File: src/rtl/cgra_loader_pkg.sv
// Shared types and constants for the CGRA AXI loader.
//   loader_state_e : loader FSM states
//   status_e       : completion code returned to the core
//   AXI_*          : fixed AXI4 encodings used by the write initiator
package cgra_loader_pkg;

    typedef enum logic [2:0] {
        StIdle,
        StAw,
        StW,
        StB,
        StRun,
        StReport
    } loader_state_e;

    typedef enum logic [1:0] {
        StatusOk      = 2'd0,
        StatusAxiErr  = 2'd1,
        StatusCgraErr = 2'd2,
        StatusTimeout = 2'd3
    } status_e;

    localparam logic [1:0] AXI_BURST_INCR = 2'b01;
    localparam logic [2:0] AXI_SIZE_4B    = 3'b010;
    localparam logic [1:0] AXI_RESP_OKAY  = 2'b00;

endpackage

File: src/rtl/cgra_burst_len.sv
// Combinational burst-length calculator.
//   word_ofs_i : address bits [11:2] (word offset inside the current 4 KB page)
//   remain_i   : words still to transfer
//   len_o      : beats in the next burst = min(remain, MAX_BURST, words left in page)
module cgra_burst_len #(
    parameter int unsigned MAX_BURST = 16
) (
    input  logic [9:0]  word_ofs_i,
    input  logic [15:0] remain_i,
    output logic [8:0]  len_o
);

    localparam logic [16:0] MaxBeats = 17'(MAX_BURST);

    logic [16:0] to_page_end;
    logic [16:0] len_full;
    logic        unused_len_hi;

    always_comb begin
        // Words left before the next 4 KB boundary: 1..1024.
        to_page_end = 17'd1024 - {7'd0, word_ofs_i};
        len_full    = {1'b0, remain_i};
        if (len_full > MaxBeats) begin
            len_full = MaxBeats;
        end
        if (len_full > to_page_end) begin
            len_full = to_page_end;
        end
    end

    // MAX_BURST <= 256 keeps the result within 9 bits.
    assign len_o         = len_full[8:0];
    assign unused_len_hi = ^len_full[16:9];

endmodule

File: src/rtl/cgra_axi_loader.sv
// Host-side loader for the CGRA: accepts a load command, writes cmd_len words from the
// src_* stream into the CGRA AXI4 slave as INCR bursts (never crossing 4 KB), then raises
// Start and waits for Done/Error, returning one status code with a status_valid pulse.
// Ports: cmd_* command handshake; src_* payload stream (passed straight to W);
//        axi_*_CGRA AW/W/B write channels; Start/Done/Error CGRA control;
//        busy, status, status_valid to the core.
// Optional: define CGRA_LOADER_TIMEOUT_EN to abort RUN after TIMEOUT_CYC cycles (status 3).
module cgra_axi_loader
    import cgra_loader_pkg::*;
#(
    parameter int unsigned MAX_BURST   = 16,
    parameter logic [3:0]  AXI_ID      = 4'h1,
    parameter int unsigned TIMEOUT_CYC = 1024
) (
    input  logic        clk,
    input  logic        rst,
    input  logic        cmd_valid,
    output logic        cmd_ready,
    input  logic [31:0] cmd_addr,
    input  logic [15:0] cmd_len,
    input  logic [31:0] src_data,
    input  logic        src_valid,
    output logic        src_ready,
    output logic [3:0]  axi_awid_CGRA,
    output logic [31:0] axi_awaddr_CGRA,
    output logic [7:0]  axi_awlen_CGRA,
    output logic [2:0]  axi_awsize_CGRA,
    output logic [1:0]  axi_awburst_CGRA,
    output logic        axi_awvalid_CGRA,
    input  logic        axi_awready_CGRA,
    output logic [31:0] axi_wdata_CGRA,
    output logic [3:0]  axi_wstrb_CGRA,
    output logic        axi_wlast_CGRA,
    output logic        axi_wvalid_CGRA,
    input  logic        axi_wready_CGRA,
    input  logic [3:0]  axi_bid_CGRA,
    input  logic [1:0]  axi_bresp_CGRA,
    input  logic        axi_bvalid_CGRA,
    output logic        axi_bready_CGRA,
    output logic        Start,
    input  logic        Done,
    input  logic [1:0]  Error,
    output logic        busy,
    output logic [1:0]  status,
    output logic        status_valid
);

    loader_state_e state_q, state_d;
    logic [31:0]   addr_q, addr_d;
    logic [15:0]   remain_q, remain_d;
    logic [7:0]    beat_q, beat_d;
    status_e       status_q, status_d;

    logic [8:0]    burst_len;
    logic [8:0]    awlen_full;
    logic          last_beat;
    logic          tmo_hit;
    logic          unused_ok;

    cgra_burst_len #(
        .MAX_BURST (MAX_BURST)
    ) u_burst_len (
        .word_ofs_i (addr_q[11:2]),
        .remain_i   (remain_q),
        .len_o      (burst_len)
    );

    assign awlen_full = burst_len - 9'd1;
    assign last_beat  = (beat_q == awlen_full[7:0]);

`ifdef CGRA_LOADER_TIMEOUT_EN
    localparam logic [15:0] TimeoutLast = 16'(TIMEOUT_CYC - 1);

    logic [15:0] tmo_cnt_q, tmo_cnt_d;

    // Zero outside RUN, so it is clear on the first RUN cycle.
    assign tmo_cnt_d = (state_q == StRun) ? tmo_cnt_q + 16'd1 : 16'd0;
    assign tmo_hit   = (state_q == StRun) && (tmo_cnt_q == TimeoutLast);

    always_ff @(posedge clk or posedge rst) begin
        if (rst) begin
            tmo_cnt_q <= 16'd0;
        end else begin
            tmo_cnt_q <= tmo_cnt_d;
        end
    end
`else
    logic unused_tmo;
    assign tmo_hit    = 1'b0;
    assign unused_tmo = ^TIMEOUT_CYC;
`endif

    assign axi_awid_CGRA    = AXI_ID;
    assign axi_awsize_CGRA  = AXI_SIZE_4B;
    assign axi_awburst_CGRA = AXI_BURST_INCR;
    assign status           = status_q;
    assign busy             = (state_q != StIdle);
    assign unused_ok        = ^{axi_bid_CGRA, cmd_addr[1:0], awlen_full[8]};

    always_comb begin
        state_d          = state_q;
        addr_d           = addr_q;
        remain_d         = remain_q;
        beat_d           = beat_q;
        status_d         = status_q;
        cmd_ready        = 1'b0;
        src_ready        = 1'b0;
        axi_awaddr_CGRA  = 32'd0;
        axi_awlen_CGRA   = 8'd0;
        axi_awvalid_CGRA = 1'b0;
        axi_wdata_CGRA   = 32'd0;
        axi_wstrb_CGRA   = 4'h0;
        axi_wlast_CGRA   = 1'b0;
        axi_wvalid_CGRA  = 1'b0;
        axi_bready_CGRA  = 1'b0;
        Start            = 1'b0;
        status_valid     = 1'b0;

        case (state_q)
            StIdle: begin
                // No command is accepted while reset is held.
                cmd_ready = !rst;
                if (cmd_valid) begin
                    addr_d   = {cmd_addr[31:2], 2'b00};
                    remain_d = cmd_len;
                    beat_d   = 8'd0;
                    state_d  = (cmd_len == 16'd0) ? StRun : StAw;
                end
            end
            StAw: begin
                axi_awvalid_CGRA = 1'b1;
                axi_awaddr_CGRA  = addr_q;
                axi_awlen_CGRA   = awlen_full[7:0];
                if (axi_awready_CGRA) begin
                    state_d = StW;
                end
            end
            StW: begin
                axi_wdata_CGRA  = src_data;
                axi_wvalid_CGRA = src_valid;
                src_ready       = axi_wready_CGRA;
                axi_wstrb_CGRA  = 4'hF;
                axi_wlast_CGRA  = last_beat;
                if (src_valid && axi_wready_CGRA) begin
                    if (last_beat) begin
                        beat_d  = 8'd0;
                        state_d = StB;
                    end else begin
                        beat_d = beat_q + 8'd1;
                    end
                end
            end
            StB: begin
                axi_bready_CGRA = 1'b1;
                if (axi_bvalid_CGRA) begin
                    if (axi_bresp_CGRA == AXI_RESP_OKAY) begin
                        addr_d   = addr_q + {21'd0, burst_len, 2'b00};
                        remain_d = remain_q - {7'd0, burst_len};
                        state_d  = (remain_d != 16'd0) ? StAw : StRun;
                    end else begin
                        // Abandon the rest of the load; the CGRA is never started.
                        status_d = StatusAxiErr;
                        state_d  = StReport;
                    end
                end
            end
            StRun: begin
                Start = 1'b1;
                if (Done) begin
                    status_d = (Error == 2'd0) ? StatusOk : StatusCgraErr;
                    state_d  = StReport;
                end else if (tmo_hit) begin
                    status_d = StatusTimeout;
                    state_d  = StReport;
                end
            end
            StReport: begin
                status_valid = 1'b1;
                state_d      = StIdle;
            end
            default: begin
                state_d = StIdle;
            end
        endcase
    end

    always_ff @(posedge clk or posedge rst) begin
        if (rst) begin
            state_q  <= StIdle;
            addr_q   <= 32'd0;
            remain_q <= 16'd0;
            beat_q   <= 8'd0;
            status_q <= StatusOk;
        end else begin
            state_q  <= state_d;
            addr_q   <= addr_d;
            remain_q <= remain_d;
            beat_q   <= beat_d;
            status_q <= status_d;
        end
    end

endmodule

File: config.mk
export PLATFORM = sky130hd
export DESIGN_NAME = cgra_axi_loader
export DESIGN_NICKNAME = d
export VERILOG_FILES = /design/src/rtl/cgra_loader_pkg.sv /design/src/rtl/cgra_burst_len.sv /design/src/rtl/cgra_axi_loader.sv
export SDC_FILE = /design/constraint.sdc
export NUM_CORES = 1
export LEC_CHECK = 0
export BUFFER_PORTS_ARGS = -buffer_cell sky130_fd_sc_hd__buf_2
export CORE_ASPECT_RATIO = 0.9
export CORE_MARGIN = 3
export CORE_UTILIZATION = 55
export CTS_CLUSTER_DIAMETER = 60
export DETAILED_ROUTE_END_ITERATION = 10
export PLACE_DENSITY = 0.95
export SYNTH_ARGS = -nofsm -noshare
export SYNTH_HDL_FRONTEND = slang
export SYNTH_SLANG_ARGS = --single-unit
File: constraint.sdc
create_clock -name clk -period 16.15 [get_ports clk]
set_clock_uncertainty 0.1 [all_clocks]
set_input_delay 0.8075 -clock clk [delete_from_list [all_inputs] [get_ports clk]]
set_output_delay 0.8075 -clock clk [all_outputs]
set_load 0.05 [all_outputs]
# [Yosys cells after proc, flatten, opt, wreduce, memory -nomap -nowiden]
# Cells that the tools add are included.
[word_totals] inputBits=96 regBits=61 output_inout_bits=96
[op_classes] n_eq_ne=14 order_cmp=2 add_sub_neg=5 n_reduce_logical=15 mux=41
[ops] operator="32-bit 2-to-1 mux" count=5
[ops] operator="16-bit 2-to-1 mux" count=4
[ops] operator="32-bit one-hot mux with 2 select lines" count=1
[ops] operator="32-bit by 11-bit adder with 32-bit output" count=1
[ops] operator="8-bit 2-to-1 mux" count=4
[ops] operator="16-bit one-hot mux with 2 select lines" count=1
[ops] operator="3-bit 2-to-1 mux" count=9
[ops] operator="16-bit by 17-bit > comparator with 1-bit output" count=1
[ops] operator="16-bit by 5-bit > comparator with 1-bit output, second input constant" count=1
[ops] operator="16-bit zero test" count=1
[ops] operator="2-bit inequality test, second input constant" count=8
[ops] operator="8-bit one-hot mux with 2 select lines" count=1
[ops] operator="16-bit nonzero test" count=1
[ops] operator="16-bit by 9-bit subtractor with 16-bit output" count=1
[ops] operator="3-bit one-hot mux with 5 select lines" count=1
[ops] operator="11-bit by 10-bit subtractor with 12-bit output, first input constant" count=1
[ops] operator="9-bit 2-to-1 mux" count=1
[ops] operator="8-bit by 1-bit adder with 8-bit output, second input constant" count=1
[ops] operator="8-bit == test" count=1
[ops] operator="1-bit 2-to-1 mux" count=8
[ops] operator="2-bit 2-to-1 mux" count=4
[ops] operator="4-bit AND reduction" count=2
[ops] operator="8-bit by 1-bit subtractor with 8-bit output, second input constant" count=1
[ops] operator="3-bit by 2-bit == test with 1-bit output, second input constant" count=2
[ops] operator="12 further kinds" count=16

# [Logic depth before layout (Yosys ltp)]
[logic_depth] ltp_word=10 depth_mapped=26 depth_no_buf=24

# [By module]
# From an unflattened synthesis, not the netlist that was laid out.
[unflattened] cells_unflattened=747 hier_area_um2=5724.2
[by_module_without_submodules] module="cgra_axi_loader" area_per_inst_um2=5185.0 cells_per_inst=672 seq_area_each_um2=1476.4 instances=1
[by_module_without_submodules] module="cgra_burst_len" area_per_inst_um2=539.3 cells_per_inst=75 seq_area_each_um2=0.0 instances=1

# [Worst setup path before layout]
# No wires, ideal clock.
[synth_timing] path_type="reg2out" start="register addr_q[6]" end="output port axi_wlast_CGRA" stages_incl_launch_ff=21 path_slack_ns=10.770 arrival_ns=4.472 cell_sequence="dfrtp_1 buf_6 or3_4 nor4b_1 nand2_1 xnor2_1 ha_1 o21ai_0 a21oi_1 o21ai_1 buf_2 mux2i_2 inv_1 ha_1 xor2_1 nand2_1 mux2_2 a21oi_1 nand4_1 nor4_1 and2_1"
[synth_between] elab_chain_cells=6
[synth_rtl] element="start: declaration" line="cgra_axi_loader.sv:49" source="logic [31:0] addr_q, addr_d;"
[synth_rtl] element="start signal: assignment" line="cgra_axi_loader.sv:196" source="addr_q <= addr_d;"
[synth_rtl] element="11-bit by 10-bit subtractor with 12-bit output (*)" line="cgra_burst_len.sv:21" source="to_page_end = 17'd1024 - {7'd0, word_ofs_i};"
[synth_rtl] element="16-bit by 17-bit > comparator with 1-bit output" line="cgra_burst_len.sv:26" source="if (len_full > to_page_end) begin"
[synth_rtl] element="9-bit 2-to-1 mux (*)" line="cgra_burst_len.sv:26"
[synth_rtl] element="8-bit by 1-bit subtractor with 8-bit output (*)" line="cgra_axi_loader.sv:68" source="assign awlen_full = burst_len - 9'd1;"
[synth_rtl] element="8-bit == test (*)" line="cgra_axi_loader.sv:69" source="assign last_beat = (beat_q == awlen_full[7:0]);"
[synth_rtl] element="1-bit 2-to-1 mux (*)" line="cgra_axi_loader.sv:119" source="case (state_q)"
[synth_rtl] element="end: declaration" line="cgra_axi_loader.sv:33" source="output logic axi_wlast_CGRA,"
# Mark *: on every way between the ends. The rest lies on a longest branch, timed or not.

# [Final worst setup path]
[layout_timing] start="register remain_q[13]" end="output port axi_wlast_CGRA"
[layout_between] elab_chain_cells=7
[layout_rtl] element="start: declaration" line="cgra_axi_loader.sv:50" source="logic [15:0] remain_q, remain_d;"
[layout_rtl] element="start signal: assignment" line="cgra_axi_loader.sv:197" source="remain_q <= remain_d;"
[layout_rtl] element="16-bit by 5-bit > comparator with 1-bit output" line="cgra_burst_len.sv:23" source="if (len_full > MaxBeats) begin"
[layout_rtl] element="16-bit 2-to-1 mux (*)" line="cgra_burst_len.sv:23"
[layout_rtl] element="16-bit by 17-bit > comparator with 1-bit output" line="cgra_burst_len.sv:26"
[layout_rtl] element="9-bit 2-to-1 mux (*)" line="cgra_burst_len.sv:26"
[layout_rtl] element="8-bit by 1-bit subtractor with 8-bit output (*)" line="cgra_axi_loader.sv:68"
[layout_rtl] element="8-bit == test (*)" line="cgra_axi_loader.sv:69"
[layout_rtl] element="1-bit 2-to-1 mux (*)" line="cgra_axi_loader.sv:119"
# Marks and branches as above.

==> results by group <==
Yosys
  • Top cell type's share of synthesized area: 25.9%
  • Syn Inst Count: 752
  • Sequential-to-total area share from yosys stat: 25.9%
  • Post-synthesis register bit count: 59
  • Mean Syn Cell Area: 7.58 µm²
  • Synth Warn #: 0
  • Ys flop type: dfrtp_1
  • Post-Syn Area: 5700 µm²
  • Synth area leaders: dfrtp_1 26%, ha_1 7.0%, a21oi_1 6.6%
  • Cell variety after synth: 68
  • Area leader, netlist: dfrtp_1
  • Async SR Flop Fraction: 100%
  • Post-synth EDFFs: 0

Floorplan
  • Core area: 9870 µm²
  • Die extent in x: 113 µm
  • Die area: 11600 µm²
  • Die height: 103 µm
  • Initial Util: 57.8%
  • I/O pins: 192
  • FP Rows: 34

STA
  • Fin crit period: 6900 ps
  • Setup TNS: 0 ps
  • Fmax: 145 MHz
  • Worst-margin pin slew: 1030 ps
  • Final setup viols: 0
  • Endpoints failing hold: 0
  • RSZ-0062 raised after global routing: no
  • Max Slew Vio Count: 0
  • Fin crit share: 42.7%
  • Max transition margin: 31.0%

Pwr
  • Peak VDD IR: 0.000102 V
  • Total Power: 1290 µW
  • Pwr Density: 189 nW/µm²
  • Leakage: 0.00337 µW

Clocking
  • Post-CTS Hold Fix Bufs: 0
  • CTS buffer count: 9
  • Clock tree buffer depth: 2
  • CTS tree: yes
  • Clock slew at reported path FFs: 60 ps
  • # H-tree levels: 3
  • Worst-skew pair later-pin latency: 330 ps
  • CTS Root Cell: clkbuf_16
  • Clock sinks: 59
  • Postcts setup bufs: 0
  • Post-CTS Resized: 0

Routing
  • Antenna Nets Post-Route: 0
  • Average wire per standard cell: 17.1 µm
  • 1st-pass router iterations: 5
  • Total wire length: 17600 µm
  • DRT iter0 DRCs: 506
  • Vias per Instance: 6.05
  • Via count: 6239
  • # DRC: 0

Global route
  • Largest net degree at the start of global routing: 68
  • First-pass GRT wire length: 27200 µm
  • Initial antenna violation count: 0
  • Total track usage: 28.5%
  • Total gr overflow: 0
  • Vias in the first global route: 5434

Finish
  • Most frequent cells in the layout: 174 x buf_2, 79 x nor2_1, 75 x a21oi_1
  • Final instance area: 6830 µm²
  • Layout Nets: 1031
  • Area Overhead vs Synth: 19.7%
  • Post-layout util: 69.2%
  • Ant diodes: 0
  • Layout cell share with drive strength beyond 1: 24.0%
  • Leading cell type in the layout, fill and taps excluded: buf_2

Critical path
  • Worst Path Required: 15240 ps
  • Max incr delay on CP: 830 ps
  • Critical path class: reg2out
  • Worst path buffer plus inverter count: 3
  • CP max-delay cell: o21ai_1
  • Crit path DAT: 5990 ps
  • Sequence of cells on the critical path: nor3_1 -> and4_1 -> inv_1 -> nor2_1 -> ha_1 -> nor2b_1 -> o21bai_1 -> a31oi_1 -> o21ai_1 -> mux2i_2 -> inv_1 -> ha_1 -> xor2_1 -> nand2b_1 -> mux2_2 -> a21oi_1 -> nand4_1 -> nor4_1 -> and2_1 -> buf_2
  • CP top delay family: simple AND/OR/NAND/NOR gates
  • Startpoint types: flop
  • CP Capture Type: primary output
  • CP max FO: 11

Run
  • Max Cap Viol: 0

Place
  • Dpl cell area: 6540 µm²
  • Routability cong.: 0.977
  • Port Buffers: 174
  • DP Wirelength: 12800 µm

Outcome
  • Status: finished, final reports clean

Min path
  • Worst Hold Class: reg2reg
cells by family after synthesis:
logic type               after synthesis  synth area share, %
adder cells (fa/ha/maj)               34                 7.73
multiplexers                          10                 1.93
AO/OA/AOI/OAI                        207                 22.6
XOR/XNOR                              36                 6.37
flip-flops                            59                 25.9
other                                  2                0.132
buffers and inverters                 90                 7.24
AND/OR/NAND/NOR                      314                 28.1
state kept, by name, indices dropped and copies added (netlist names):
register	flops
addr_q	30
remain_q	16
status	2
beat_q	8
state_q	3
report_power, final:
part,internal (µW),switching [µW],total (µW)
Clock,112,70.9,183
Combinational,316,471,787
Sequential,211,106,318
through the flow:
step	worst slack (ps)	hold slack [ps]	std cells
finish	9250	421	1032
detailed placement	9680	408	1016
CTS	9370	423	1032
floorplan	10770	366	767
global placement	9720	391	1016
global route	8860	449	1032
cell type report:
type	instances	area [µm²]
Clock buffer	12	256
Clock inverter	4	25.0
Fill cell	797	3040
Inverter	33	124
Multi-Input combinational cell	618	3870
Sequential cell	59	1480
Tap cell	126	158
Timing Repair Buffer	180	916
cells in the mapped netlist (7+ instances only):
cell / count
clkbuf_1: 34
nor3_1: 13
o22ai_1: 17
nand3_1: 27
buf_4: 14
xor2_1: 15
inv_1: 33
and2_1: 32
and3_1: 43
o22a_1: 7
a21oi_1: 75
nand4_1: 7
xnor2_1: 17
dfrtp_1: 59
ha_1: 32
o21a_1: 8
a2bb2oi_1: 9
o21ai_0: 38
nor2b_1: 7
nand2_1: 69
a31oi_1: 12
nor4_1: 8
nor2_1: 80
worst paths after layout:
kind                              start        endpoint  slack, ps  cells after the start
setup / recovery           remain_q[13]  axi_wlast_CGRA       9250                     20
hold / removal               addr_q[29]      addr_q[29]        420                      1
setup reg to reg           remain_q[13]      state_q[0]       9370                     22
hold reg to reg              addr_q[29]      addr_q[29]        420                      1
max in group asynchronous           rst    remain_q[10]      14840                      3
min in group asynchronous           rst       status[0]        610                      3
worst register-to-register path, cell delays in order (launching register included):
cell      delay, ps
dfrtp_1         420
nor3_1          390
and4_1          470
inv_1           150
nor2_1          120
ha_1            250
nor2b_1         140
o21bai_1        140
a31oi_1         150
o21ai_1         830
mux2i_2         530
ha_1            280
fa_1            230
nor2b_1          80
o31a_1          260
o31a_1          260
o21a_1          190
or3_1           360
o21a_1          210
o22a_1          180
nor4_1          590
a311o_1         270
a21boi_0         80
layer usage:
metal | part of all wire (%) | vias up | global-route usage, %
li1 | - | 2935 | -
met1 | 43 | 2920 | 40.7
met2 | 47 | 348 | 46.0
met3 | 8.6 | 36 | 4.11
met4 | 1.7 | 0 | 6.56
met5 | 0 | - | 0
Note: power is estimated with default switching activity, not from simulation.
